===== config.mk =====
export PLATFORM = sky130hd
export DESIGN_NAME = ice_poll_scheduler
export DESIGN_NICKNAME = d
export VERILOG_FILES = /design/src/rtl/ice_poll_pkg.sv /design/src/rtl/ice_rate_tick.sv /design/src/rtl/ice_poll_scheduler.sv
export SDC_FILE = /design/constraint.sdc
export NUM_CORES = 1
export LEC_CHECK = 0
export ABC_AREA = 1
export BUFFER_PORTS_ARGS = -buffer_cell sky130_fd_sc_hd__buf_4
export CORE_MARGIN = 2
export CORE_UTILIZATION = 65
export DETAILED_ROUTE_END_ITERATION = 8
export PLACE_DENSITY = 0.86
export SLEW_MARGIN = 10
export SYNTH_ARGS = -nofsm -noshare
export SYNTH_HDL_FRONTEND = slang
export SYNTH_SLANG_ARGS = --single-unit

===== constraint.sdc =====
create_clock -name clk -period 6.1 [get_ports clk]
set_input_delay 1.22 -clock clk [delete_from_list [all_inputs] [get_ports clk]]
set_output_delay 1.22 -clock clk [all_outputs]
set_load 0.01 [all_outputs]

===== src/rtl/ice_poll_pkg.sv =====
// Shared types and default parameter values for the ICE motor poll scheduler.
package ice_poll_pkg;

  localparam int DEF_NUMBER_OF_MOTORS = 8;
  localparam int DEF_CLOCK_FREQ_HZ    = 50_000_000;
  localparam int DEF_TIMEOUT_CYCLES   = 5000;

  typedef enum logic [2:0] {
    IDLE   = 3'd0,
    SELECT = 3'd1,
    ISSUE  = 3'd2,
    WAIT   = 3'd3,
    NEXT   = 3'd4
  } poll_state_t;

  typedef enum logic {
    REQ_STATUS = 1'b0,
    REQ_CONFIG = 1'b1
  } req_type_t;

endpackage


===== src/rtl/ice_rate_tick.sv =====
// Phase-accumulator rate generator: one tick per CLOCK_FREQ_HZ/freq cycles on average.
module ice_rate_tick
  import ice_poll_pkg::*;
#(
  parameter int CLOCK_FREQ_HZ = DEF_CLOCK_FREQ_HZ
) (
  input  logic        clk,
  input  logic        reset_n,
  input  logic [31:0] freq,
  output logic        tick
);

  localparam logic [32:0] CLK_HZ = 33'(CLOCK_FREQ_HZ);

  logic [31:0] r_acc;
  logic        r_tick;
  logic [32:0] w_sum;

  // One extra bit so the sum cannot wrap before the compare.
  assign w_sum = {1'b0, r_acc} + {1'b0, freq};

  always_ff @(posedge clk or negedge reset_n) begin
    if (!reset_n) begin
      r_acc  <= '0;
      r_tick <= 1'b0;
    end else if (freq == 32'd0) begin
      r_tick <= 1'b0;
    end else if (w_sum >= CLK_HZ) begin
      r_acc  <= 32'(w_sum - CLK_HZ);
      r_tick <= 1'b1;
    end else begin
      r_acc  <= w_sum[31:0];
      r_tick <= 1'b0;
    end
  end

  assign tick = r_tick;

endmodule


===== src/rtl/ice_poll_scheduler.sv =====
// Round-robin status/config poll scheduler for the motor coms engine.
// Optional per-motor timeout counters are built when POLL_TIMEOUT_STATS_EN is defined.
module ice_poll_scheduler
  import ice_poll_pkg::*;
#(
  parameter int NUMBER_OF_MOTORS = DEF_NUMBER_OF_MOTORS,
  parameter int CLOCK_FREQ_HZ    = DEF_CLOCK_FREQ_HZ,
  parameter int TIMEOUT_CYCLES   = DEF_TIMEOUT_CYCLES
) (
  input  logic                          clk,
  input  logic                          reset_n,
  input  logic [31:0]                   update_frequency_Hz,
  input  logic [NUMBER_OF_MOTORS-1:0]   motor_enable,
  input  logic [NUMBER_OF_MOTORS-1:0]   cfg_dirty,
  output logic                          req_valid,
  input  logic                          req_ready,
  output logic [7:0]                    req_motor,
  output logic                          req_type,
  input  logic                          resp_done,
  input  logic                          resp_crc_ok,
  output logic                          busy,
  output logic                          round_done,
  output logic                          overrun,
  output logic                          timeout,
`ifdef POLL_TIMEOUT_STATS_EN
  output logic [NUMBER_OF_MOTORS*16-1:0] timeout_count,
`endif
  output poll_state_t                   o_dbg_state,
  output logic [NUMBER_OF_MOTORS-1:0]   o_dbg_pending
);

  // Handshake: a request transfers on the cycle req_valid && req_ready; req_motor and
  // req_type are held from the first cycle of req_valid until that transfer.

  localparam logic [7:0]                  LAST_IDX = 8'(NUMBER_OF_MOTORS);
  localparam logic [31:0]                 TMO_LAST = 32'(TIMEOUT_CYCLES - 1);
  localparam logic [NUMBER_OF_MOTORS-1:0] ONE      = (NUMBER_OF_MOTORS)'(1);

  poll_state_t                 r_state, w_state_nxt;
  logic [7:0]                  r_index;
  logic [31:0]                 r_wait_cnt;
  logic [NUMBER_OF_MOTORS-1:0] r_pending;
  logic [7:0]                  r_req_motor;
  req_type_t                   r_req_type;
  logic                        r_round_done, r_overrun, r_timeout;

  logic                        w_tick, w_sel_end, w_sel_en, w_sel_pend;
  logic                        w_accept, w_resp, w_tmo, w_fail;
  logic [NUMBER_OF_MOTORS-1:0] w_sel_mask, w_req_mask, w_pend_set, w_pend_clr;

  ice_rate_tick #(.CLOCK_FREQ_HZ(CLOCK_FREQ_HZ)) u_rate_tick (
    .clk     (clk),
    .reset_n (reset_n),
    .freq    (update_frequency_Hz),
    .tick    (w_tick)
  );

  assign w_sel_mask = ONE << r_index;
  assign w_req_mask = ONE << r_req_motor;
  assign w_sel_end  = (r_index >= LAST_IDX);
  assign w_sel_en   = |(motor_enable & w_sel_mask);
  assign w_sel_pend = |(r_pending & w_sel_mask);
  assign w_accept   = (r_state == ISSUE) && req_ready;
  assign w_resp     = (r_state == WAIT) && resp_done;
  // A response in the final counted cycle beats the timeout.
  assign w_tmo      = (r_state == WAIT) && !resp_done && (r_wait_cnt == TMO_LAST);
  assign w_fail     = (r_req_type == REQ_CONFIG) && (w_tmo || (w_resp && !resp_crc_ok));
  assign w_pend_clr = (w_accept && (r_req_type == REQ_CONFIG)) ? w_req_mask : '0;
  assign w_pend_set = cfg_dirty | (w_fail ? w_req_mask : '0);

  always_comb begin
    w_state_nxt = r_state;
    case (r_state)
      IDLE:    if (w_tick) w_state_nxt = SELECT;
      SELECT:  if (w_sel_end) w_state_nxt = IDLE;
               else if (w_sel_en) w_state_nxt = ISSUE;
      ISSUE:   if (req_ready) w_state_nxt = WAIT;
      WAIT:    if (resp_done || w_tmo) w_state_nxt = NEXT;
      NEXT:    w_state_nxt = SELECT;
      default: w_state_nxt = IDLE;
    endcase
  end

  always_ff @(posedge clk or negedge reset_n) begin
    if (!reset_n) begin
      r_state      <= IDLE;
      r_index      <= '0;
      r_wait_cnt   <= '0;
      r_pending    <= '0;
      r_req_motor  <= '0;
      r_req_type   <= REQ_STATUS;
      r_round_done <= 1'b0;
      r_overrun    <= 1'b0;
      r_timeout    <= 1'b0;
    end else begin
      r_state      <= w_state_nxt;
      r_pending    <= (r_pending & ~w_pend_clr) | w_pend_set;
      r_round_done <= (r_state == SELECT) && w_sel_end;
      r_overrun    <= w_tick && (r_state != IDLE);
      r_timeout    <= w_tmo;
      r_wait_cnt   <= (r_state == WAIT) ? r_wait_cnt + 32'd1 : '0;
      if (r_state == IDLE && w_tick) r_index <= '0;
      if (r_state == NEXT) r_index <= r_index + 8'd1;
      if (r_state == SELECT && !w_sel_end) begin
        if (w_sel_en) begin
          r_req_motor <= r_index;
          r_req_type  <= w_sel_pend ? REQ_CONFIG : REQ_STATUS;
        end else begin
          r_index <= r_index + 8'd1;
        end
      end
    end
  end

`ifdef POLL_TIMEOUT_STATS_EN
  logic [NUMBER_OF_MOTORS*16-1:0] r_tmo_cnt;

  always_ff @(posedge clk or negedge reset_n) begin
    if (!reset_n) begin
      r_tmo_cnt <= '0;
    end else begin
      for (int i = 0; i < NUMBER_OF_MOTORS; i++) begin
        if (w_tmo && r_req_motor == 8'(i) && r_tmo_cnt[i*16 +: 16] != 16'hFFFF)
          r_tmo_cnt[i*16 +: 16] <= r_tmo_cnt[i*16 +: 16] + 16'd1;
      end
    end
  end

  assign timeout_count = r_tmo_cnt;
`endif

  assign req_valid     = (r_state == ISSUE);
  assign req_motor     = r_req_motor;
  assign req_type      = r_req_type;
  assign busy          = (r_state != IDLE);
  assign round_done    = r_round_done;
  assign overrun       = r_overrun;
  assign timeout       = r_timeout;
  assign o_dbg_state   = r_state;
  assign o_dbg_pending = r_pending;

endmodule


After elaboration in Yosys (flattened, before gate mapping)
Index checks and enable logic that the tools add are counted.
{"block": "word_totals", "regBits": 96, "latchBits": 0, "ram_bits": 0, "mem_bits_ro": 0, "in_bits": 53, "output_inout_bits": 25, "wordCells": 74, "n_memories": 0}
{"block": "classes", "add_sub_neg": 4, "mul": 0, "div": 0, "order_cmp": 2, "eq_ne": 9, "shifts": 2, "mux": 17, "bitwise_logic": 6, "n_reduce_logical": 23}
{"op": "32-bit 2-to-1 mux", "n": 2}
{"op": "8-bit 2-to-1 mux", "n": 6}
{"op": "32-bit by 32-bit adder with 33-bit output", "n": 1}
{"op": "33-bit by 26-bit >= comparator with 1-bit output (second input constant)", "n": 1}
{"op": "32-bit by 1-bit adder with 32-bit output (second input constant)", "n": 1}
{"op": "32-bit by 13-bit == test with 1-bit output (second input constant)", "n": 1}
{"op": "32-bit logical NOT", "n": 1}
{"op": "32-bit by 26-bit subtractor with 32-bit output (second input constant)", "n": 1}
{"op": "8-bit AND", "n": 3}
{"op": "8-bit OR", "n": 2}
{"op": "8-bit OR reduction", "n": 2}
{"op": "1-bit by 8-bit left shift with 8-bit output (first input constant)", "n": 2}
{"op": "3-bit 2-to-1 mux", "n": 5}
{"op": "3-bit case mux with 5 select lines", "n": 1}
{"op": "1-bit logical AND", "n": 11}
{"op": "8-bit by 1-bit adder with 8-bit output (second input constant)", "n": 1}
{"op": "8-bit by 4-bit >= comparator with 1-bit output (second input constant)", "n": 1}
{"op": "8-bit NOT", "n": 1}
{"op": "3-bit by 2-bit == test with 1-bit output (second input constant)", "n": 2}
{"op": "2-bit by 1-bit != test with 1-bit output (second input constant)", "n": 3}
{"op": "4-bit AND reduction", "n": 1}
{"op": "3-bit by 1-bit == test with 1-bit output (second input constant)", "n": 1}
{"op": "3-bit == test (second input constant)", "n": 1}
{"op": "1-bit logical NOT", "n": 3}
{"op": "other kinds (6)", "n": 9}

Depth between registers and ports, before layout
Gate-level depths: netlist of the first run.
{"block": "depth", "ltp_word": 8, "mapped_depth": 24, "depth_no_buf": 23}

By module
A second synthesis of the first run with hierarchy kept.
{"block": "unflattened", "hier_cells": 1448, "hier_area_um2": 8785.9}
{"module": "ice_rate_tick", "n_inst": 1, "cells_per_inst": 972, "area_each_um2": 5247.5, "seq_area_each_um2": 825.8}
{"module": "ice_poll_scheduler", "n_inst": 1, "cells_per_inst": 476, "area_each_um2": 3538.4, "seq_area_each_um2": 1576.5}

Worst setup path before layout of the first run
No wires, ideal clock.
{"block": "synth_path", "kind": "input to register", "startpoint": "input update_frequency_Hz[0]", "endpoint": "register u_rate_tick.r_acc[24]", "setup_time_ps": 116, "t_arrival_ps": 3575, "required_ps": 5984, "path_slack_ps": 2409, "cell_stages": 22, "n_path_buf": 1, "path_cell_list": "ha_1 fa_1 nand2_1 nand2_1 nand3_1 nand2_2 xor2_1 inv_1 ha_1 nand3_1 nor2_1 nor2_2 nand2_1 nand2_2 nand2_1 nand2_2 nand2_4 nand2_4 buf_6 nand3_1 nand2_1 nand2_1"}
{"block": "synth_via", "elab_chain_cells": 3, "elab_cells_between_ends": 5, "cone_classes": "add/sub (2); order compare (1); mux (1); reduce/logical (1)"}
{"element": "from (decl)", "line_no": "ice_poll_scheduler.sv:12", "text": "input logic [31:0] update_frequency_Hz,"}
{"element": "32-bit by 32-bit adder with 33-bit output", "line_no": "ice_rate_tick.sv:20", "text": "assign w_sum = {1'b0, r_acc} + {1'b0, freq};"}
{"element": "32-bit by 26-bit subtractor with 32-bit output / 33-bit by 26-bit >= comparator with 1-bit output (equally long branches)", "line_no": "ice_rate_tick.sv:29, ice_rate_tick.sv:28"}
{"element": "32-bit 2-to-1 mux", "line_no": "ice_rate_tick.sv:28", "text": "end else if (w_sum >= CLK_HZ) begin"}
{"element": "to (signal assigned)", "line_no": "ice_rate_tick.sv:29", "text": "r_acc <= 32'(w_sum - CLK_HZ);"}
{"element": "to (signal assigned)", "line_no": "ice_rate_tick.sv:32", "text": "r_acc <= w_sum[31:0];"}
{"element": "to (decl)", "line_no": "ice_rate_tick.sv:15", "text": "logic [31:0] r_acc;"}
Parallel ways exist; a longest one is shown, timed or not.
A chain may end at the register's enable or synchronous reset.

Worst setup path after layout of the first run
Ends and elaborated chain as after synthesis.

==> implementation parameters, run 1 <==
Parameter                              Value

Status
  Status    finished clean

Clock tree
  Gates resized, CTS repair    0
  Maximum clock insertion buffer count    2
  TritonCTS clock tree    yes
  Clock sinks    96
  Number of buffers inserted for hold repair after clock tree synthesis    0
  Insertion delay of the later-clocked pin in the worst-skew pair    0.37 ns
  Post-CTS clock slew at the launch and capture registers of the worst setup and hold paths    0.06 ns
  Total setup buffers inserted after CTS    0
  Total clock buffers created by CTS    9
  H-tree lvl count    3
  Root cell of the clock tree    sky130_fd_sc_hd__clkbuf_16

Floorplan
  Area of the core    13090 um^2
  Row count    42
  I/O pin total    78
  Initial cell density of the core    0.6600
  Die height    119.3 um
  Die ar.    14220 um^2
  Horizontal die dimension    119.3 um

Power
  Maximum ir drop on the vdd rail    0.4069 mV
  Cell Pwr Density    518.1 nW/um^2
  Leakage power figure    5.067 nW

Setup path
  Critical path, cell by cell    buf_4 > ha_1 > fa_1 > nand2_1 > nand2_1 > nand3_1 > nand2_2 > xor2_1 > inv_1 > ha_1 > nand3_1 > nor2_1 > nor2_2 > nand2_1 > nand2_2 > nand2_1 > nand2_2 > nand2_4 > nand2_4 > nand3_1 > nand2_1 > nand2_1
  CP most frequent cell    sky130_fd_sc_hd__nand2_1
  Family with the most delay on the worst path    simple AND/OR/NAND/NOR gates
  Arrival time worst endpoint    4.38 ns
  Max FO, Critical Path    23
  Delay of the slowest cell on the worst path    0.46 ns
  Nature of the critical path endpoint    flop
  WP data required    6.35 ns
  Slowest cell on the critical path    sky130_fd_sc_hd__fa_1
  Worst Setup Start Kind    primary input
  Worst Path Class, Setup    primary input to flop
  Buffers & Inverters on Critical Path    2

Synth
  Predominant post-synthesis flop cell    sky130_fd_sc_hd__dfrtp_1
  Average cell area after synthesis    6.168 um^2
  Post-synth design cell area    8636 um^2
  FF+latch count, synth    96
  Ys async rst share    1.000
  Post-synth EDFFs    0
  Syn nets    1490
  Number of cells produced by synthesis    1400
  Yosys Warn Count    0
  Portion of synthesized cell area occupied by the leading cell type    0.2782
  Cell type with the largest total area after synthesis    sky130_fd_sc_hd__dfrtp_1
  Synth area leaders    sky130_fd_sc_hd__dfrtp_1 (28%), sky130_fd_sc_hd__nand2_1 (21%), sky130_fd_sc_hd__inv_1 (9.6%)
  Sequential area share after synthesis    0.2782
  Synth unique cells    43

Placement
  HPWL after detailed placement    20490 um
  Count of buffers inserted at the top-level ports    77
  Cell Count Post-Placement    1635
  Placer's final routability congestion estimate    1.010
  Pre-CTS worst setup slack    1.685 ns

Final layout
  Number of inserted filler cells in the final layout    1168
  Number of standard cells in the layout, taps in and fillers out    1651
  Fraction of layout instances using a drive strength above 1    0.1119
  Most frequent cells in the layout    sky130_fd_sc_hd__nand2_1 (474), sky130_fd_sc_hd__inv_1 (220), sky130_fd_sc_hd__nor2_1 (133)
  Count of inserted antenna diode cells    0
  Most common cell after layout, fill and taps aside    sky130_fd_sc_hd__nand2_1
  Number of nets in the layout    1560
  Layout area overhead    11.55%

Drt
  Routed wire length    26020 um
  Detailed router's first-iteration violation count    900
  First-pass detailed-route iteration total    7
  Via density per instance    5.633
  Remaining antenna violation count    0
  Routed len/inst    15.76 um
  DR DRC count    0
  Via count of the routed design    9300

GRT
  Maximum number of pins on one net before global-route repair    75
  Vias in the first global route    8769
  Remaining global-route overflow    0
  Total global routing track utilization    0.3738
  Antenna violations before repair    0
  Global-route wire length before repair    42250 um

Timing
  Slew of the pin with the lowest slew margin    1.269 ns
  Worst max-slew margin expressed relative to the limit    0.1478
  Setup total negative slack    0 ns
  Slew Limit Fails    0
  Unrepaired setup endpoints after global routing    false
  Endpoints failing setup    0
  Number of hold violations in the final report    0
  Clock period minus final worst setup slack    4.136 ns
  Max Clk Rate    241.8 MHz
  Final setup margin    1.964 ns
  Worst hold slack    0.4609 ns
  Share of the clock period used by the worst path after layout    0.6780
  Setup clock skew after layout    0.01880 ns

Min path
  Path class of the lowest-slack min-delay path    flop to flop

Job
  Max-cap violation count    0
==> sequential cells by signal (all words and copies together), names as in the netlist <==
register and count:
o_dbg_pending 8, o_dbg_state 3, overrun 1, r_index 8, r_wait_cnt 32, req_motor 8
req_type 1, round_done 1, timeout 1, u_rate_tick.r_acc 32, u_rate_tick.tick 1
==> stage by stage <==
step / power [mW] / area [um^2] / utilization
3_3_place_gp: 4.194 / 9326 / 0.7128
3_5_place_dp: 4.266 / 9326 / 0.7128
6_report: 4.991 / 9633 / 0.7362
5_1_grt: 5.453 / 9633 / 0.7362
4_1_cts: 4.899 / 9633 / 0.7362
2_1_floorplan: 3.422 / 8636 / -
==> routing by layer <==
metal  up-vias  GRT usage  routed length, um
li1       4610          -                  -
met1      4240     0.5271              11420
met2       391     0.5934              11730
met3        59    0.06130               2283
met4         0     0.1071                582
met5         -          0                  0
==> cell type report <==
type | instances | area, um^2 | area share
Inverter | 225 | 844.6 | 0.08767
Timing Repair Buffer | 79 | 593.1 | 0.06157
Clock inverter | 7 | 81.33 | 0.008443
Sequential cell | 96 | 2402 | 0.2494
Tap cell | 176 | 220.2 | 0.02286
Clock buffer | 9 | 225.2 | 0.02338
Multi-Input combinational cell | 1059 | 5266 | 0.5467
==> report_power, final <==
| group | switching (mW) | internal [mW] |
|---|---|---|
| sequential | 0.164 | 0.808 |
| clock | 0.291 | 0.327 |
| combinational | 2.32 | 1.08 |
==> final timing paths <==
| kind | startpoint | endpoint | slack [ns] | cells after the start |
|---|---|---|---|---|
| setup / recovery | update_frequency_Hz[0] | u_rate_tick.r_acc[24] | 1.96 | 22 |
| min in group asynchronous | reset_n | u_rate_tick.r_acc[8] | 0.74 | 1 |
| hold / removal | r_wait_cnt[0] | r_wait_cnt[0] | 0.46 | 1 |
| hold reg to reg | r_wait_cnt[0] | r_wait_cnt[0] | 0.46 | 1 |
| setup reg to reg | o_dbg_state[0] | o_dbg_pending[0] | 2.41 | 7 |
| max in group asynchronous | reset_n | round_done | 4.10 | 2 |
==> Yosys cell counts, types with 8 or more instances <==
master                       n
sky130_fd_sc_hd__dfrtp_1    96
sky130_fd_sc_hd__nor2_2     13
sky130_fd_sc_hd__nand2_2    25
sky130_fd_sc_hd__inv_1     220
sky130_fd_sc_hd__ha_1       36
sky130_fd_sc_hd__nand3_2    10
sky130_fd_sc_hd__nand4_1    36
sky130_fd_sc_hd__nor2_4      8
sky130_fd_sc_hd__nor4_1     19
sky130_fd_sc_hd__nor2_1    134
sky130_fd_sc_hd__a21oi_1    47
sky130_fd_sc_hd__o21ai_0    39
sky130_fd_sc_hd__nand3_1   117
sky130_fd_sc_hd__clkbuf_1    9
sky130_fd_sc_hd__nand2_1   474
sky130_fd_sc_hd__xor2_1     22
sky130_fd_sc_hd__nor3_1     35
sky130_fd_sc_hd__a221o_1     8
==> logic make-up after synthesis <==
family	Yosys count	share of synthesized area
xor gates and xnor gates	25	0.02535
DFF	96	0.2782
AOI/OAI and AO/OA	110	0.07331
buffers and inverters	245	0.1123
adders and majority gates	37	0.05448
and+or+nand+nor	887	0.4564
(Power assumes the default switching activity.)
==> run 2: changes to the inputs <==
--- a/config.mk
+++ b/config.mk
@@ -8,9 +8,9 @@
 export ABC_AREA = 1
 export BUFFER_PORTS_ARGS = -buffer_cell sky130_fd_sc_hd__buf_4
 export CORE_MARGIN = 2
-export CORE_UTILIZATION = 65
+export CORE_UTILIZATION = 56
 export DETAILED_ROUTE_END_ITERATION = 8
-export PLACE_DENSITY = 0.86
+export PLACE_DENSITY = 0.79
 export SLEW_MARGIN = 10
 export SYNTH_ARGS = -nofsm -noshare
 export SYNTH_HDL_FRONTEND = slang
==> constraint.sdc (replaced) <==
create_clock -name clk -period 3.75 [get_ports clk]
set_input_delay 0.75 -clock clk [delete_from_list [all_inputs] [get_ports clk]]
set_output_delay 0.75 -clock clk [all_outputs]
set_load 0.01 [all_outputs]
==> run 2 against run 1 <==
Cell area up 1.1%. Highest routed layer unchanged. Routed wire length shrank 3.3%. Clock skew decreased by 0.0072 ns. First-iteration DRC count is 25% lower.
==> implementation parameters, run 2 (same netlist as run 1, synthesis figures left out) <==
Parameter                              Value

Timing
  Slew of the pin with the lowest slew margin    0.8917 ns (-0.3769 ns)
  Share of the clock period used by the worst path after layout    0.9125
  Clock period minus final worst setup slack    3.422 ns
  Final setup margin    0.3281 ns (-1.636 ns)
  Unrepaired setup endpoints after global routing    false
  Slew Limit Fails    0 (unchanged)
  Number of hold violations in the final report    0 (unchanged)
  Worst max-slew margin expressed relative to the limit    0.4049 (+0.2571)
  Endpoints failing setup    0 (unchanged)
  Setup total negative slack    0 ns (unchanged)
  Max Clk Rate    292.2 MHz
  Setup clock skew after layout    0.01157 ns (-0.007236 ns)

Clock tree
  Root cell of the clock tree    sky130_fd_sc_hd__clkbuf_16
  Maximum clock insertion buffer count    2 (unchanged)
  TritonCTS clock tree    yes
  Gates resized, CTS repair    0 (unchanged)
  Total setup buffers inserted after CTS    0 (unchanged)
  Number of buffers inserted for hold repair after clock tree synthesis    0 (unchanged)
  Post-CTS clock slew at the launch and capture registers of the worst setup and hold paths    0.08 ns (+0.02 ns)
  Total clock buffers created by CTS    9 (unchanged)
  Insertion delay of the later-clocked pin in the worst-skew pair    0.35 ns (-0.02 ns)
  H-tree lvl count    3 (unchanged)
  Clock sinks    96 (unchanged)

Final layout
  Total non-filler cell area in the finished layout    9734 um^2 (+1.1%)
  Fraction of layout instances using a drive strength above 1    0.1190 (+0.007167)
  Largest registers    r_wait_cnt: 32 flops, u_rate_tick.r_acc: 32 flops
  Most frequent cells in the layout    sky130_fd_sc_hd__nand2_1 (474), sky130_fd_sc_hd__inv_1 (220), sky130_fd_sc_hd__nor2_1 (133)
  Number of nets in the layout    1572 (+0.77%)
  Layout area overhead    12.72%
  Count of inserted antenna diode cells    0 (unchanged)
  Most common cell after layout, fill and taps aside    sky130_fd_sc_hd__nand2_1
  Number of inserted filler cells in the final layout    1463 (+25%)
  Number of standard cells in the layout, taps in and fillers out    1675 (+1.5%)

Drt
  Via count of the routed design    9131 (-1.8%)
  Via density per instance    5.451 (-3.2%)
  Detailed router's first-iteration violation count    674 (-25%)
  Remaining antenna violation count    0 (unchanged)
  Routed wire length    25170 um (-3.3%)
  First-pass detailed-route iteration total    6 (-1)
  DR DRC count    0 (unchanged)
  Routed len/inst    15.03 um (-4.6%)

Floorplan
  Initial cell density of the core    0.5702 (-0.08980)
  Die height    128.2 um (+7.5%)
  Die ar.    16430 um^2 (+16%)
  Row count    45 (+7.1%)
  Area of the core    15150 um^2 (+16%)
  I/O pin total    78 (unchanged)
  Horizontal die dimension    128.2 um (+7.5%)

Placement
  Count of buffers inserted at the top-level ports    77 (unchanged)
  Placer's final routability congestion estimate    1.012 (+0.15%)
  Cell Count Post-Placement    1659 (+1.5%)
  HPWL after detailed placement    20240 um (-1.2%)
  Instance area at placement    9444 um^2 (+1.3%)
  Pre-CTS worst setup slack    0.03213 ns (-1.653 ns)

Setup path
  Stages on worst setup path    22 (unchanged)
  Worst Setup Start Kind    primary input
  Critical path, cell by cell    buf_4 > ha_1 > nand2_1 > inv_1 > a21oi_1 > nand2_2 > nand2_1 > nand2_1 > inv_1 > ha_1 > nand3_1 > nor2_1 > nor2_2 > nand2_1 > nand2_2 > nand2_1 > nand2_2 > nand2_4 > buf_4 > nand3_1 > nand3_1 > nand2_1
  Delay of the slowest cell on the worst path    0.37 ns (-0.09 ns)
  Arrival time worst endpoint    3.65 ns (-0.73 ns)
  Max FO, Critical Path    15 (-35%)
  Family with the most delay on the worst path    simple AND/OR/NAND/NOR gates
  WP data required    3.98 ns (-2.37 ns)
  Worst Path Class, Setup    primary input to flop
  R2R cell count    21 (+14)
  CP most frequent cell    sky130_fd_sc_hd__nand2_1
  Slowest cell on the critical path    sky130_fd_sc_hd__ha_1
  Nature of the critical path endpoint    flop
  Buffers & Inverters on Critical Path    4 (+2)

Power
  Final Total Pwr    8.061 mW (+62%)
  Comb power frac    0.690 (+0.008)
  Switching part of the total power    0.5509 (-0.005411)
  Cell Pwr Density    828.1 nW/um^2 (+60%)
  Internal    3.620 mW (+63%)
  Proportion of power drawn by the clock network    0.115 (-0.009)
  Proportion of power drawn by flip-flops and latches    0.195 (about the same)
  Leakage power figure    5.122 nW (+1.1%)
  Net switching power of the design    4.441 mW (+60%)
  Maximum ir drop on the vdd rail    0.5147 mV (+26%)

GRT
  Maximum number of pins on one net before global-route repair    72 (-4.0%)
  Vias in the first global route    8390 (-4.3%)
  Total global routing track utilization    0.3136 (-0.06019)
  Global-route wire length before repair    40930 um (-3.1%)
  Remaining global-route overflow    0 (unchanged)
  Antenna violations before repair    0 (unchanged)

Min path
  Path class of the lowest-slack min-delay path    primary input to asynchronous set/reset pin

Status
  Status    finished clean

Job
  Max-cap violation count    0 (unchanged)
[run 2: cell count changes in the layout (fill, tap and decap cells not counted)]
cell                        previous run  this run
sky130_fd_sc_hd__buf_12                0         1
sky130_fd_sc_hd__buf_4                79        90
sky130_fd_sc_hd__bufinv_16             1         0
sky130_fd_sc_hd__clkbuf_8              0         1
sky130_fd_sc_hd__clkinv_4              0         3
sky130_fd_sc_hd__inv_6                 4         1
[run 2: layout make-up]
type,instances,area [um^2],share of cell area
clock buffer,10,239.0,0.02455
clock inverter,6,51.30,0.005270
inverter,225,844.6,0.08676
multi-input combinational,1059,5266,0.5410
sequential,96,2402,0.2468
tap,188,235.2,0.02416
timing repair buffer,91,695.7,0.07147
[run 2: per-layer routing]
layer | vias up | part of all wire | GRT usage
met2 | 321 | 0.45 | 0.5081
li1 | 4623 | - | -
met3 | 42 | 0.059 | 0.02629
met5 | - | 0 | 0
met1 | 4145 | 0.47 | 0.4461
met4 | 0 | 0.025 | 0.09696
[run 2: final timing paths]
kind / start / endpoint / slack, ns
setup / recovery: update_frequency_Hz[6] / u_rate_tick.r_acc[8] / 0.33
hold / removal: reset_n / u_rate_tick.r_acc[1] / 0.32
min in group clk: r_wait_cnt[0] / r_wait_cnt[0] / 0.45
hold reg to reg: r_wait_cnt[0] / r_wait_cnt[0] / 0.45
max in group asynchronous: reset_n / r_wait_cnt[6] / 2.68
setup reg to reg: u_rate_tick.r_acc[0] / u_rate_tick.r_acc[9] / 0.46
[run 2: worst register-to-register path, stage by stage, from the launching register on]
cell and delay [ns]:
sky130_fd_sc_hd__dfrtp_1 0.39, sky130_fd_sc_hd__ha_1 0.23, sky130_fd_sc_hd__fa_1 0.45, sky130_fd_sc_hd__nand2_1 0.10, sky130_fd_sc_hd__nand2_1 0.07, sky130_fd_sc_hd__nand3_1 0.10
sky130_fd_sc_hd__nand2_2 0.09, sky130_fd_sc_hd__xor2_1 0.25, sky130_fd_sc_hd__inv_1 0.11, sky130_fd_sc_hd__ha_1 0.22, sky130_fd_sc_hd__nand3_1 0.12, sky130_fd_sc_hd__nor2_1 0.07
sky130_fd_sc_hd__nor2_2 0.11, sky130_fd_sc_hd__nand2_1 0.08, sky130_fd_sc_hd__nand2_2 0.08, sky130_fd_sc_hd__nand2_1 0.09, sky130_fd_sc_hd__nand2_2 0.09, sky130_fd_sc_hd__nand2_4 0.06
sky130_fd_sc_hd__nand2_4 0.23, sky130_fd_sc_hd__nand3_1 0.11, sky130_fd_sc_hd__nand3_1 0.08, sky130_fd_sc_hd__nand2_1 0.06
[run 2: power groups by stage]
stage / registers [mW] / clock network (mW) / logic (mW)
final: 1.57 / 0.926 / 5.56
after global routing: 1.59 / 0.970 / 6.28
after CTS: 1.56 / 0.944 / 5.46
after detailed placement: 1.58 / 0 / 5.42
after global placement: 1.57 / 0 / 5.35
after floorplan: 1.48 / 0 / 4.09
[run 2: per-stage QoR]
step / utilization / hold slack, ns
CTS: 0.6427 / 0.3343
floorplan: - / 0.4251
detailed placement: 0.6235 / 0.4479
finish: 0.6427 / 0.3207
global route: 0.6427 / 0.3567
global placement: 0.6235 / 0.4452
